### src/rtl/stroke_feature_extractor_pkg.sv
// Shared definitions for the stroke front end of the digit perceptron:
// stroke token codes, default feature widths and FSM state encodings.
package stroke_feature_extractor_pkg;

    localparam int DEFAULT_EDGE_W  = 3;
    localparam int DEFAULT_CURVE_W = 4;

    typedef enum logic [1:0] {
        STROKE_SKIP  = 2'b00,
        STROKE_EDGE  = 2'b01,
        STROKE_CURVE = 2'b10,
        STROKE_EOG   = 2'b11
    } stroke_code_e;

    typedef enum logic [1:0] {
        IDLE  = 2'b00,
        ACCUM = 2'b01,
        HOLD  = 2'b10
    } state_e;

endpackage

### src/rtl/stroke_feature_extractor_sat_counter.sv
// Saturating up-counter: sticks at all-ones instead of wrapping.
// A clear request takes priority over an increment in the same cycle.
module sat_counter #(
    parameter int W = 4
) (
    input  logic         clk_i,
    input  logic         rst_ni,
    input  logic         clear_i,
    input  logic         inc_i,
    output logic [W-1:0] count_o,
    output logic         at_max_o
);

    logic [W-1:0] count_q;
    logic [W-1:0] count_d;

    assign at_max_o = (count_q == {W{1'b1}});
    assign count_o  = count_q;

    always_comb begin
        count_d = count_q;
        if (clear_i) begin
            count_d = '0;
        end else if (inc_i && !at_max_o) begin
            count_d = count_q + {{(W-1){1'b0}}, 1'b1};
        end
    end

    always_ff @(posedge clk_i or negedge rst_ni) begin
        if (!rst_ni) begin
            count_q <= '0;
        end else begin
            count_q <= count_d;
        end
    end

endmodule

### src/rtl/stroke_feature_extractor.sv
// Counts edge and curve strokes of one glyph and hands the (edges, curves, sat)
// feature pair to the perceptron over a valid/ready handshake at end of glyph.
module stroke_feature_extractor
    import stroke_feature_extractor_pkg::*;
#(
    parameter int EDGE_W  = DEFAULT_EDGE_W,
    parameter int CURVE_W = DEFAULT_CURVE_W
) (
    input  logic               clk,
    input  logic               rst_n,
    input  logic               stroke_valid,
    output logic               stroke_ready,
    input  logic [1:0]         stroke_code,
    output logic               feat_valid,
    input  logic               feat_ready,
    output logic [EDGE_W-1:0]  edges,
    output logic [CURVE_W-1:0] curves,
    output logic               sat
);

    state_e               state_q;
    logic                 featValid_q;
    logic [EDGE_W-1:0]    edgesOut_q;
    logic [CURVE_W-1:0]   curvesOut_q;
    logic                 satOut_q;
    logic                 satAcc_q;
    logic                 satAcc_d;

    logic                 strokeFire;
    logic                 isEdge;
    logic                 isCurve;
    logic                 isEog;
    logic                 eogLoad;
    logic [EDGE_W-1:0]    edgeCount;
    logic [CURVE_W-1:0]   curveCount;
    logic                 edgeAtMax;
    logic                 curveAtMax;

    assign stroke_ready = (state_q != HOLD);
    assign strokeFire   = stroke_valid && stroke_ready;
    assign isEdge       = strokeFire && (stroke_code == STROKE_EDGE);
    assign isCurve      = strokeFire && (stroke_code == STROKE_CURVE);
    assign isEog        = strokeFire && (stroke_code == STROKE_EOG);
    // An EOG in IDLE is an empty glyph and must not disturb anything.
    assign eogLoad      = isEog && (state_q == ACCUM);

    sat_counter #(.W(EDGE_W)) u_edgeCounter (
        .clk_i   (clk),
        .rst_ni  (rst_n),
        .clear_i (eogLoad),
        .inc_i   (isEdge),
        .count_o (edgeCount),
        .at_max_o(edgeAtMax)
    );

    sat_counter #(.W(CURVE_W)) u_curveCounter (
        .clk_i   (clk),
        .rst_ni  (rst_n),
        .clear_i (eogLoad),
        .inc_i   (isCurve),
        .count_o (curveCount),
        .at_max_o(curveAtMax)
    );

    always_comb begin
        satAcc_d = satAcc_q;
        if (eogLoad) begin
            satAcc_d = 1'b0;
        end else if ((isEdge && edgeAtMax) || (isCurve && curveAtMax)) begin
            satAcc_d = 1'b1;
        end
    end

    always_ff @(posedge clk or negedge rst_n) begin
        if (!rst_n) begin
            state_q     <= IDLE;
            featValid_q <= 1'b0;
            edgesOut_q  <= '0;
            curvesOut_q <= '0;
            satOut_q    <= 1'b0;
            satAcc_q    <= 1'b0;
        end else begin
            satAcc_q <= satAcc_d;
            case (state_q)
                IDLE: begin
                    if (isEdge || isCurve) begin
                        state_q <= ACCUM;
                    end
                end
                ACCUM: begin
                    if (isEog) begin
                        edgesOut_q  <= edgeCount;
                        curvesOut_q <= curveCount;
                        satOut_q    <= satAcc_q;
                        featValid_q <= 1'b1;
                        state_q     <= HOLD;
                    end
                end
                HOLD: begin
                    if (feat_ready) begin
                        featValid_q <= 1'b0;
                        state_q     <= IDLE;
                    end
                end
                default: begin
                    state_q <= IDLE;
                end
            endcase
        end
    end

    assign feat_valid = featValid_q;
    assign edges      = edgesOut_q;
    assign curves     = curvesOut_q;
    assign sat        = satOut_q;

endmodule
### config.mk
export PLATFORM = sky130hd
export DESIGN_NAME = stroke_feature_extractor
export DESIGN_NICKNAME = d
export VERILOG_FILES = /design/src/rtl/stroke_feature_extractor_pkg.sv /design/src/rtl/stroke_feature_extractor_sat_counter.sv /design/src/rtl/stroke_feature_extractor.sv
export SDC_FILE = /design/constraint.sdc
export NUM_CORES = 1
export LEC_CHECK = 0
export CAP_MARGIN = 40
export CORE_MARGIN = 5
export CORE_UTILIZATION = 55
export DETAILED_ROUTE_END_ITERATION = 8
export GPL_TIMING_DRIVEN = 0
export PLACE_DENSITY_LB_ADDON = 0.1
export SYNTH_ARGS = -nofsm -noshare
export SYNTH_HDL_FRONTEND = slang
export SYNTH_HIERARCHICAL = 1
export SYNTH_SLANG_ARGS = --single-unit
### constraint.sdc
create_clock -name clk -period 4.2 [get_ports clk]
set_input_delay 0.63 -clock clk [delete_from_list [all_inputs] [get_ports clk]]
set_output_delay 0.63 -clock clk [all_outputs]
set_load 0.02 [all_outputs]
# After elaboration in Yosys (flattened, before gate mapping)

Cells that the tools add are included.

Add/sub/neg operators: 2
Equality and inequality tests: 11
Muxes and demuxes: 13
Reduce and logical (&&, ||, !) cells: 21

Operator list:

| operator            | number |
|---|---|
| $logic_and 1x1->1   | 9 |
| $mux 4              | 2 |
| $ne 2x2->1 const B  | 4 |
| $reduce_bool 2->1   | 4 |
| $eq 2x2->1 const B  | 3 |
| $mux 2              | 3 |
| $mux 3              | 2 |
| $pmux 2 s3          | 1 |
| $reduce_and 3->1    | 2 |
| $add 4x1->4 const B | 1 |
| $eq 2x1->1 const B  | 2 |
| $eq 4x4->1 const B  | 1 |
| $mux 1              | 4 |
| $add 3x1->3 const B | 1 |
| $eq 3x3->1 const B  | 1 |
| $logic_not 1->1     | 2 |
| $logic_not 2->1     | 1 |
| $logic_or 1x1->1    | 2 |
| $pmux 1 s2          | 1 |
| $reduce_and 2->1    | 1 |

Flip-flop bits (word level): 19
Bits of input ports: 6
Output and inout port bits: 10
Word-level logic and storage cells: 55

# Logic depth before layout (Yosys ltp)

Depth after elaboration: 7
Depth in mapped cells: 5
Gate-level depth less buffers: 5

# By module

Netlist, hierarchy kept.

Modules (own cells, without submodules):

| module                        | times used | cells an instance | area an instance (um^2) |
|---|---|---|---|
| stroke_feature_extractor      | 1          | 38                | 541.8 |
| sat_counter at u_curveCounter | 1          | 20                | 229.0 |
| sat_counter at u_edgeCounter  | 1          | 15                | 183.9 |

# Worst setup path after synthesis

Ideal clock, no wire load.

Path type: input-to-reg
Start point: in stroke_code[0]
End point: reg u_edgeCounter.count_q[0], in the netlist u_edgeCounter/count_o[0]
Arrival time: 1.527 ns
Data required time: 4.075 ns
Setup slack: 2.548 ns
Stages: 5
Buffers on the path: 1
Path through: and3_1 nor3b_4 buf_6 nor2b_1 mux2_4

Word-level cells in the longest chain between the ends: 4
Elaborated cells on any way between the ends: 8

RTL lines:

| element                                     | RTL line                                   | text |
|---|---|---|
| start: declaration                          | stroke_feature_extractor.sv:13             | `input logic [1:0] stroke_code,` |
| $eq 2x2->1 *                                | stroke_feature_extractor.sv:43             | `assign isEog = strokeFire && (stroke_code == STROKE_EOG);` |
| $logic_and 1x1->1 *                         | stroke_feature_extractor.sv:43             |  |
| $logic_and 1x1->1 *                         | stroke_feature_extractor.sv:45             | `assign eogLoad = isEog && (state_q == ACCUM);` |
| named net eogLoad                           | stroke_feature_extractor.sv:33             | `logic eogLoad;` |
| $mux 3 or $reduce_bool 2->1 (tied branches) | --                                         |  |
| end signal: assignment                      | stroke_feature_extractor_sat_counter.sv:33 | `count_q <= count_d;` |
| end: declaration                            | stroke_feature_extractor_sat_counter.sv:14 | `logic [W-1:0] count_q;` |

The timed path passes the listed nets; every way through them passes the cells marked *.
A chain may end at the register's enable or synchronous reset.

# Final worst setup path

Start point: reg state_q[1]
End point: out stroke_ready

Word-level cells in the longest chain between the ends: 1

RTL lines:

| element                  | RTL line                       | text |
|---|---|---|
| start: declaration       | stroke_feature_extractor.sv:21 | `state_e state_q;` |
| start signal: assignment | stroke_feature_extractor.sv:76 | `state_q <= IDLE;` |
| start signal: assignment | stroke_feature_extractor.sv:87 | `state_q <= ACCUM;` |
| start signal: assignment | stroke_feature_extractor.sv:96 | `state_q <= HOLD;` |
| $ne 2x2->1               | stroke_feature_extractor.sv:39 | `assign stroke_ready = (state_q != HOLD);` |
| end: declaration         | stroke_feature_extractor.sv:12 | `output logic stroke_ready,` |

No other way between the ends.

==> results.sh <==
export IMPL_clk_pin_slew_ns=0.11
export IMPL_ctsResizeCount=0
export IMPL_place_congestion=0.734
export IMPL_antennaDiodeCount=0
export IMPL_synth_compound_area_share_pct=6.42
export IMPL_topRoutingLayerUsed="met4"
export IMPL_cts_buffers=3
export IMPL_post_route_drc_count=0
export IMPL_crit_chain="nand2b_1, clkdlybuf4s50_1"
export IMPL_relSlewSlack_pct=69.2
export IMPL_grt_usage_pct=13.8
export IMPL_dr_pass1_iters=4
export IMPL_root_buffer="clkbuf_4"
export IMPL_power_static_leakage_uw=0.000525
export IMPL_grt_overflow=0
export IMPL_coreArea_sq_um=1690
export IMPL_synth_net_count=82
export IMPL_tritoncts="done"
export IMPL_cp_slowest_cell="clkdlybuf4s50_1"
export IMPL_min_path_cells=1
export IMPL_synthAdderAreaFrac_pct=3.93
export IMPL_drive_above_1_share_pct=23.7
export IMPL_rows=15
export IMPL_dp_cells=106
export IMPL_fillers=140
export IMPL_crit_cells=2
export IMPL_rsz0062_at_grt="false"
export IMPL_place_area_sq_um=1140
export IMPL_dr_wl_met2_um=628
export IMPL_synth_xor_area_share_pct=0
export IMPL_muxShareOfSynthArea_pct=16.0
export IMPL_place_port_buffers=15
export IMPL_design_die_area_sq_um=2670
export IMPL_stdcell_count=110
export IMPL_multi_input_area_sq_um=460
export IMPL_min_period_over_period_pct=52.7
export IMPL_hold_ws_ns=0.520
export IMPL_p_per_area_nw_per_um2=540
export IMPL_clock_sinks=19
export IMPL_fin_skew_ns=0.00343
export IMPL_regArea_sq_um=475
export IMPL_initial_core_util_pct=56.5
export IMPL_outcome="complete, no violations"
export IMPL_cp_arrival_ns=1.58
export IMPL_fmax_mhz=452
export IMPL_synth_seq_cells=19
export IMPL_max_cap_viol_count=0
export IMPL_wl_met1_um=794
export IMPL_syn_to_final_growth_pct=21.9
export IMPL_start_kind="flip-flop"
export IMPL_syn_area_per_cell_sq_um=13.1
export IMPL_crit_family="buffers and inverters"
export IMPL_end_kind="output port"
export IMPL_clockBufferDepth=2
export IMPL_vias_per_cell=5.57
export IMPL_fin_area_sq_um=1160
export IMPL_netlist_area_sq_um=955
export IMPL_yosys_area_share_simple_pct=21.9
export IMPL_required_ns=3.57
export IMPL_drtIter0Drc=7
export IMPL_setup_viol=0
export IMPL_cp_slowest_stage_delay_ns=0.65
export IMPL_period_needed_ns=2.21
export IMPL_cts_setup_buffers=0
export IMPL_path_max_fanout=7
export IMPL_fin_ws_ns=1.99
export IMPL_die_h_um=51.7
export IMPL_htreeDepth=1
export IMPL_tightestPinTransition_ns=0.460
export IMPL_hpwl_um=1090
export IMPL_syn_inst=73
export IMPL_path_class="reg2out"
export IMPL_antenna_found_initial=0
export IMPL_ys_seq_area_share_pct=49.8
export IMPL_grt_pass1_vias=665
export IMPL_drt_total_wl_um=1490
export IMPL_tns_ns=0
export IMPL_hold_viol=0
export IMPL_yosysWarnings=6
export IMPL_max_vdd_ir_drop_uv=333
export IMPL_slew_viol_final=0
export IMPL_ys_types=28
export IMPL_pre_cts_ws_ns=1.89
export IMPL_synth_top_family_by_area="simple AND/OR/NAND/NOR gates"
export IMPL_postCtsHoldBufs=0
export IMPL_ant_nets=0
export IMPL_die_w_um=51.7
export IMPL_grt_pass1_wl_um=2770
export IMPL_r2r_cells=4
export IMPL_hold_class="reg2reg"
export IMPL_wl_per_cell_um=13.6
export IMPL_met3_length_um=60
export IMPL_critPathBufInv=1
export IMPL_grt_max_degree=22
export IMPL_clk_latency_ns=0.29
export IMPL_num_vias=613
export IMPL_ioPinCount=16
export IMPL_fin_nets=103
## power by group
part / switching (uW) / internal, uW / leakage, uW
Clock: 53.7 / 36.9 / 0.0000150
Combinational: 103 / 141 / 0.000264
Sequential: 48.5 / 245 / 0.000246
## cells by family (layout without fill, tap and decap cells)
| group | count (synthesis) | count (layout) |
|---|---|---|
| simple gates | 26 | 26 |
| buf+inv | 3 | 23 |
| fa+ha+maj | 3 | 3 |
| mux | 11 | 11 |
| flops | 19 | 19 |
| compound gates | 11 | 11 |
## sequential cells by signal (all words and copies together), names as in the netlist
signal,count
satAcc_q,1
feat_valid,1
edges,3
curves,4
u_curveCounter/count_o,4
u_edgeCounter/count_o,3
state_q,2
sat,1
## Yosys cell counts, drive strengths merged
cell type  number  area [sq um]
and4b           1          11.3
nor3            1          5.00
o21ai           5          25.0
nor2b           5          46.3
ha              3          37.5
nor2            2          7.51
nor3b           1          18.8
or2             1          6.26
a211oi          1          7.51
nand2b          6          37.5
a31oi           1          6.26
and3b           1          10.0
a21oi           3          15.0
and2            1          6.26
and3            3          25.0
inv             2          7.51
buf             1          11.3
mux2           10           143
o21bai          1          7.51
mux2i           1          10.0
nand4bb         2          22.5
nand4           2          12.5
dfrtp          19           475
## cells in the final DEF (no fill, tap or decap), types with 3 or more instances in the layout
master           netlist  final
mux2_4                 8      8
o21ai_0                3      3
ha_1                   3      3
a21oi_1                3      3
nor2b_1                3      3
dfrtp_1               19     19
clkbuf_4               0      3
clkdlybuf4s50_1        0     15
nand2b_1               6      6
## metrics by stage
| step | total power (uW) | utilization [%] |
|---|---|---|
| floorplan | 444 | - |
| global placement | 534 | 66.7 |
| detailed placement | 543 | 67.3 |
| CTS | 638 | 68.9 |
| global route | 677 | 68.9 |
| finish | 629 | 68.9 |
## final timing paths
check	start	end	slack, ns
worst min-delay path	state_q[1]$_DFFE_PN0P_	state_q[0]$_DFFE_PN0P_	0.52
worst max-delay path	state_q[1]$_DFFE_PN0P_	stroke_ready	1.99
worst min register to register	state_q[1]$_DFFE_PN0P_	state_q[0]$_DFFE_PN0P_	0.52
worst max register to register	state_q[1]$_DFFE_PN0P_	u_curveCounter/count_o[0]$_DFFE_PN0P_	2.73
min in group asynchronous	rst_n	state_q[1]$_DFFE_PN0P_	0.65
max in group asynchronous	rst_n	u_curveCounter/count_o[2]$_DFFE_PN0P_	3.11
## layout make-up
cell class	count	area share (%)
timing repair buffer	16	13.9
sequential	19	40.9
multi-input combinational	51	39.6
tap	17	1.83
clock buffer	4	2.26
buffer	1	0.968
inverter	2	0.645
## metal layers
layer  track usage (%)  up-vias
li1                  -      301
met1              18.6      296
met2              21.2       14
met3              2.58        2
met4              6.55        0
met5                 0        -
## worst reg2reg max path: stages, from the launching register on
cell and delay (ns):
dfrtp_1 0.43, nand2b_1 0.21, and3_2 0.25, nor2b_4 0.17, mux2_4 0.30
Note: power is estimated with default switching activity, not from simulation.
